$ cat src/rtl/sync_event_arbiter_pkg.sv
// ---------------------------------------------------------------------------
// sync_evt_pkg
//
// Shared definitions for the asynchronous event arbiter:
//   ST_W      - width of the offer FSM state register
//   ST_IDLE   - no event offered; the picker is consulted every cycle
//   ST_OFFER  - an event is being offered and held until accepted
// ---------------------------------------------------------------------------
package sync_evt_pkg;

    localparam int ST_W = 1;

    localparam logic [ST_W-1:0] ST_IDLE  = 1'b0;
    localparam logic [ST_W-1:0] ST_OFFER = 1'b1;

endpackage : sync_evt_pkg

$ cat src/rtl/sync_event_arbiter_rr_pick.sv
// ---------------------------------------------------------------------------
// rr_pick
//
// Combinational round-robin picker.
//   i_pend  - pending request vector
//   i_last  - channel granted most recently
//   o_any   - at least one request pending
//   o_chan  - first pending channel searching upward from i_last+1, wrapping
//             modulo NUM_CH (don't care when o_any is 0, driven to 0)
// ---------------------------------------------------------------------------
module rr_pick #(
    parameter int NUM_CH = 4,
    parameter int CH_W   = $clog2(NUM_CH)
) (
    input  logic [NUM_CH-1:0] i_pend,
    input  logic [CH_W-1:0]   i_last,
    output logic              o_any,
    output logic [CH_W-1:0]   o_chan
);

    logic w_found;

    always_comb begin
        w_found = 1'b0;
        o_chan  = '0;
        // Offset 1 first, offset NUM_CH (i_last itself) last, so the channel
        // that was just served has the lowest priority.
        for (int k = 1; k <= NUM_CH; k++) begin
            int w_idx;
            w_idx = int'(i_last) + k;
            if (w_idx >= NUM_CH) begin
                w_idx = w_idx - NUM_CH;
            end
            if (!w_found && i_pend[w_idx]) begin
                o_chan  = CH_W'(w_idx);
                w_found = 1'b1;
            end
        end
        o_any = w_found;
    end

endmodule : rr_pick

$ cat src/rtl/sync_event_arbiter_sync.sv
// ---------------------------------------------------------------------------
// sync_chain
//
// Multi-flop synchroniser for one asynchronous bit.
//   clock  - destination clock
//   i_rst  - synchronous active-high reset, clears the whole chain
//   i_d    - raw asynchronous input
//   o_q    - synchronised level, LEN clocks after i_d settles
// ---------------------------------------------------------------------------
module sync_chain #(
    parameter int LEN = 3
) (
    input  logic clock,
    input  logic i_rst,
    input  logic i_d,
    output logic o_q
);

    logic [LEN-1:0] r_chain;

    always_ff @(posedge clock) begin
        if (i_rst) begin
            r_chain <= '0;
        end else begin
            r_chain <= {r_chain[LEN-2:0], i_d};
        end
    end

    assign o_q = r_chain[LEN-1];

endmodule : sync_chain

$ cat src/rtl/sync_event_arbiter.sv
// ---------------------------------------------------------------------------
// sync_event_arbiter
//
// Collects rising edges on NUM_CH asynchronous inputs and offers them, one at
// a time, on a single valid/ready port using round-robin arbitration.
//
// Ports:
//   clock      - single clock for the block
//   i_rst      - synchronous active-high reset
//   i_async    - raw asynchronous inputs
//   o_valid    - event offered downstream
//   i_ready    - downstream accepts the offered event
//   o_chan     - channel index of the offered event
//   o_sync     - synchronised input levels
//   o_ovf      - sticky per-channel overflow (edge merged into a pending one)
//   i_ovf_clr  - per-channel overflow clear
//
// Handshake: an event transfers on a clock edge where o_valid & i_ready. Once
// o_valid is raised, o_valid and o_chan stay constant until that transfer;
// only reset may withdraw an offer. i_ready reaches no output combinationally.
// ---------------------------------------------------------------------------
module sync_event_arbiter
    import sync_evt_pkg::*;
#(
    parameter  int NUM_CH       = 4,
    parameter  int SYNC_BUF_LEN = 3,
    localparam int CH_W         = $clog2(NUM_CH)
) (
    input  logic              clock,
    input  logic              i_rst,
    input  logic [NUM_CH-1:0] i_async,
    output logic              o_valid,
    input  logic              i_ready,
    output logic [CH_W-1:0]   o_chan,
    output logic [NUM_CH-1:0] o_sync,
    output logic [NUM_CH-1:0] o_ovf,
    input  logic [NUM_CH-1:0] i_ovf_clr
);

    logic [NUM_CH-1:0] w_sync;
    logic [NUM_CH-1:0] r_prev;
    logic [NUM_CH-1:0] w_rise;
    logic [NUM_CH-1:0] r_pend;
    logic [NUM_CH-1:0] r_ovf;
    logic [NUM_CH-1:0] w_clr;
    logic [NUM_CH-1:0] w_ovf_set;

    logic [ST_W-1:0]   r_state;
    logic [CH_W-1:0]   r_last;
    logic              r_valid;
    logic [CH_W-1:0]   r_chan;

    logic              w_any;
    logic [CH_W-1:0]   w_pick;
    logic              w_hs;

    // -----------------------------------------------------------------------
    // Synchronisers, one per channel
    // -----------------------------------------------------------------------
    for (genvar g = 0; g < NUM_CH; g++) begin : g_sync
        sync_chain #(
            .LEN (SYNC_BUF_LEN)
        ) u_sync (
            .clock (clock),
            .i_rst (i_rst),
            .i_d   (i_async[g]),
            .o_q   (w_sync[g])
        );
    end

    // prev resets to 0 together with the chains, so an input held high across
    // reset produces exactly one rising edge once the chain refills.
    always_ff @(posedge clock) begin
        if (i_rst) begin
            r_prev <= '0;
        end else begin
            r_prev <= w_sync;
        end
    end

    assign w_rise = w_sync & ~r_prev;

    // -----------------------------------------------------------------------
    // Pending and overflow flags
    // -----------------------------------------------------------------------
    assign w_hs  = r_valid & i_ready;
    assign w_clr = w_hs ? (NUM_CH'(1) << r_chan) : '0;

    // A rise on a channel whose pending event is leaving this cycle is a
    // fresh event, not an overflow.
    assign w_ovf_set = w_rise & r_pend & ~w_clr;

    always_ff @(posedge clock) begin
        if (i_rst) begin
            r_pend <= '0;
            r_ovf  <= '0;
        end else begin
            r_pend <= (r_pend & ~w_clr) | w_rise;
            r_ovf  <= w_ovf_set | (r_ovf & ~i_ovf_clr);
        end
    end

    // -----------------------------------------------------------------------
    // Round-robin selection and offer FSM
    // -----------------------------------------------------------------------
    rr_pick #(
        .NUM_CH (NUM_CH),
        .CH_W   (CH_W)
    ) u_pick (
        .i_pend (r_pend),
        .i_last (r_last),
        .o_any  (w_any),
        .o_chan (w_pick)
    );

    always_ff @(posedge clock) begin
        if (i_rst) begin
            r_state <= ST_IDLE;
            r_valid <= 1'b0;
            r_chan  <= '0;
            r_last  <= CH_W'(NUM_CH - 1);
        end else begin
            case (r_state)
                ST_IDLE: begin
                    if (w_any) begin
                        r_chan  <= w_pick;
                        r_valid <= 1'b1;
                        r_state <= ST_OFFER;
                    end
                end
                ST_OFFER: begin
                    // Non-preemptive: the offered channel is held regardless
                    // of what becomes pending meanwhile.
                    if (i_ready) begin
                        r_valid <= 1'b0;
                        r_last  <= r_chan;
                        r_state <= ST_IDLE;
                    end
                end
                default: begin
                    r_valid <= 1'b0;
                    r_state <= ST_IDLE;
                end
            endcase
        end
    end

    assign o_valid = r_valid;
    assign o_chan  = r_chan;
    assign o_sync  = w_sync;
    assign o_ovf   = r_ovf;

endmodule : sync_event_arbiter

$ cat config.mk
export PLATFORM = sky130hd
export DESIGN_NAME = sync_event_arbiter
export DESIGN_NICKNAME = d
export VERILOG_FILES = /design/src/rtl/sync_event_arbiter_pkg.sv /design/src/rtl/sync_event_arbiter_rr_pick.sv /design/src/rtl/sync_event_arbiter_sync.sv /design/src/rtl/sync_event_arbiter.sv
export SDC_FILE = /design/constraint.sdc
export NUM_CORES = 1
export LEC_CHECK = 0
export ABC_AREA = 1
export CAP_MARGIN = 20
export CORE_ASPECT_RATIO = 1.1
export CORE_MARGIN = 4
export CORE_UTILIZATION = 46
export CTS_CLUSTER_DIAMETER = 40
export CTS_CLUSTER_SIZE = 28
export DETAILED_ROUTE_END_ITERATION = 8
export GPL_TIMING_DRIVEN = 0
export PLACE_DENSITY = 0.73
export SKIP_CTS_REPAIR_TIMING = 1
export SLEW_MARGIN = 20
export SYNTH_ARGS = -nofsm -noshare
export SYNTH_HDL_FRONTEND = slang
export SYNTH_SLANG_ARGS = --single-unit
$ cat constraint.sdc
create_clock -name clock -period 1.4 [get_ports clock]
set_clock_uncertainty 0.1 [all_clocks]
set_input_delay 0.21 -clock clock [delete_from_list [all_inputs] [get_ports clock]]
set_output_delay 0.21 -clock clock [all_outputs]
set_load 0.1 [all_outputs]
==> reports/qor.txt <==
fraction of synthesized cell area taken by the top area cell type - 0.449
growth of design area from synthesis to finish - 31.8%
final number of max-transition violations - 0
failing checks - setup timing
Setup Total Neg Slack - -317 ps
remaining design rule violation count - 0
worst reg2reg endpoint - o_chan[1]$_SDFFE_PP0P_
CTS Root Buffer Type - clkbuf_4
Synth top cells by count - nand2_1, inv_1, dfxtp_1, nor2_1, nand3_1
deepest clock path buffer count - 2
Max Cap Violations - 0
cell types occupying the most area after synthesis - dfxtp_1, nand2_1, inv_1, nor2_1, nand3_1
nets in the synthesized netlist - 197
Post-DP HPWL - 2000 um
Pre-antenna DRT Iters - 5
leading register cell type out of synthesis - dfxtp_1
Post-synth ARST share - 0
area of the die - 0.00384 mm2
number of CTS-inserted buffers - 5
standard-cell rows - 20
Power Dens Cells - 1320 mW/mm2
final worst-path cycle share - 1.09
post-route standard cell area excluding fillers - 0.00176 mm2
number of I/O port buffers - 20
Cells after Synth - 186
r2r startpoint - r_last[0]$_SDFFE_PP1P_
leakage dissipation - 0.851 nW
syn avg cell area - 7.20 um2
first-pass GRT wire length - 4550 um
Worst Reg-to-Reg Cells - 11
warnings from Yosys - 0
unrepaired setup endpoints after global routing - true
EDFF count, synth - 0
minimum setup slack in the final design - -121 ps
number of nets at the end of the flow - 228
Post-DRT Antenna Nets - 0
reg-to-reg slack, setup - -120 ps
status - finished, violations left
wire length per cell - 11.3 um
startpoint of the most critical hold path - i_rst
cell chain of the critical path - buf_6 > inv_8 > nand2_4 > nand2_4 > nand2_2 > nand2_4 > buf_4 > nand3_1 > nand3_1 > nor2_2 > nor2_2
total buffers and inverters traversed by the critical path - 3
fraction of the yosys area taken by sequential cells - 0.449
most numerous cell in the Yosys netlist - nand2_1
starting density of the core - 0.482
maximum fanout along the worst path - 8
Critical Path Most Common Cell - nand2_4
fraction of final layout cells with drive strength greater than 1 - 0.313
post-detailed-route via-to-cell ratio - 4.79
diodes inserted - 0
Worst slew margin - 0.718
Clock Sink Count - 30
Worst setup startpoint - r_last[0]$_SDFFE_PP1P_
startpoint types - flop
Final Critical Period - 1520 ps
Worst-Skew Late Latency - 320 ps
post-synth top area cell - dfxtp_1
total grt overflow - 0
vias in the first global route - 1177
cell type of the slowest stage on the worst timing path - dfxtp_2
worst supply voltage drop on vdd - 828 uV
min-delay worst type - in2reg
Tot GR Track Use - 0.154
Top Ports - 22
Worst Hold Margin - 152 ps
die outline height - 64.6 um
Clock transition at path regs - 90 ps
critical setup path kind - reg2reg
clock tree from TritonCTS - built
signal arrival time at the worst endpoint - 1640 ps
Hold Crit Depth - 2
transition time of the tightest slew-check pin - 423 ps
Critical Path RT - 1520 ps
final WL - 2820 um
maximum number of pins on one net before global-route repair - 11
delay of the slowest cell on the worst path - 340 ps
Via Count - 1197
core footprint - 0.00278 mm2
area of the mapped netlist - 0.00134 mm2
count of final setup violators - 4
Critical Path End Type - flop
Initial DRC Count - 41
placer congestion estimate - 0.766
overall die width - 59.4 um
cell area reported after detailed placement - 0.00158 mm2
Fmax - 0.658 GHz
Crit path max-delay family - simple AND/OR/NAND/NOR gates
end point of the worst hold path - o_ovf[2]$_SDFF_PP0_
initial antenna violation count - 0
number of distinct library cells after synthesis - 19
number of hold violations in the final report - 0
flip-flop and latch count after synthesis - 30
minimum setup slack after placement - -510 ps
Clock H-tree levels - 2
## logic make-up (layout without fill, tap and decap cells)
family | after synthesis | after routing | synth area share
simple gates | 95 | 95 | 0.344
buf+inv | 48 | 79 | 0.153
flops | 30 | 30 | 0.449
compound gates | 13 | 13 | 0.0542
## routing by layer
layer  vias up  GRT usage  share of wire
li1        610          -              -
met1       546      0.158           0.37
met2        32      0.275           0.55
met3         9     0.0498          0.050
met4         0     0.0708          0.030
met5         -          0              0
## state kept, by name, indices dropped and copies added, names as in the netlist
name	flops
r_state	1
o_valid	1
r_prev	4
g_sync.u_sync.r_chain	12
r_pend	4
o_ovf	4
r_last	2
o_chan	2
## report_power, final
| part | switching [mW] | total [mW] | leakage [nW] | internal, mW |
|---|---|---|---|---|
| Sequential | 0.0646 | 0.996 | 0.246 | 0.931 |
| Clock | 0.274 | 0.454 | 0.0308 | 0.180 |
| Combinational | 0.605 | 0.875 | 0.573 | 0.270 |
| Total | 0.944 | 2.32 | 0.851 | 1.38 |
## worst reg2reg max path, delay by kind of cell (launching register included)
| family | cells | cell delay, ps |
|---|---|---|
| simple gates | 8 | 670 |
| buf+inv | 3 | 310 |
| flops | 1 | 340 |
## placed cells by master, fill, tap and decap left out, drive strengths merged
cell type,n
o21bai,1
clkbuf,15
nor2,23
clkinv,2
nand3,14
clkdlybuf4s50,9
inv,40
nand2,54
a21oi,10
buf,13
nand4,4
o211ai,2
dfxtp,30
## layout make-up
cell class	count	area, um2
clock buffer	5	37.5
sequential	30	611
tap	33	41.3
clock inverter	2	10.0
fill	275	1010
multi-input combinational	108	626
buffer	8	52.6
timing repair buffer	24	226
inverter	40	160
## stage by stage
| step | power (mW) | util | std cells |
|---|---|---|---|
| after floorplan | 1.61 | - | 186 |
| after global placement | 1.75 | 0.570 | 239 |
| after detailed placement | 1.77 | 0.570 | 239 |
| after CTS | 2.23 | 0.587 | 246 |
| after global routing | 2.47 | 0.635 | 250 |
| final | 2.32 | 0.635 | 250 |
## how the worst max path moves through the flow
stage	endpoint	cells after the start	slack (ps)
floorplan	o_chan[1]$_SDFFE_PP0P_	11	30
global route	o_chan[1]$_SDFFE_PP0P_	11	-220
global placement	o_sync[3]	2	-500
CTS	o_sync[1]	2	-880
detailed placement	o_sync[1]	2	-510
finish	o_chan[1]$_SDFFE_PP0P_	11	-120
(Power assumes the default switching activity.)
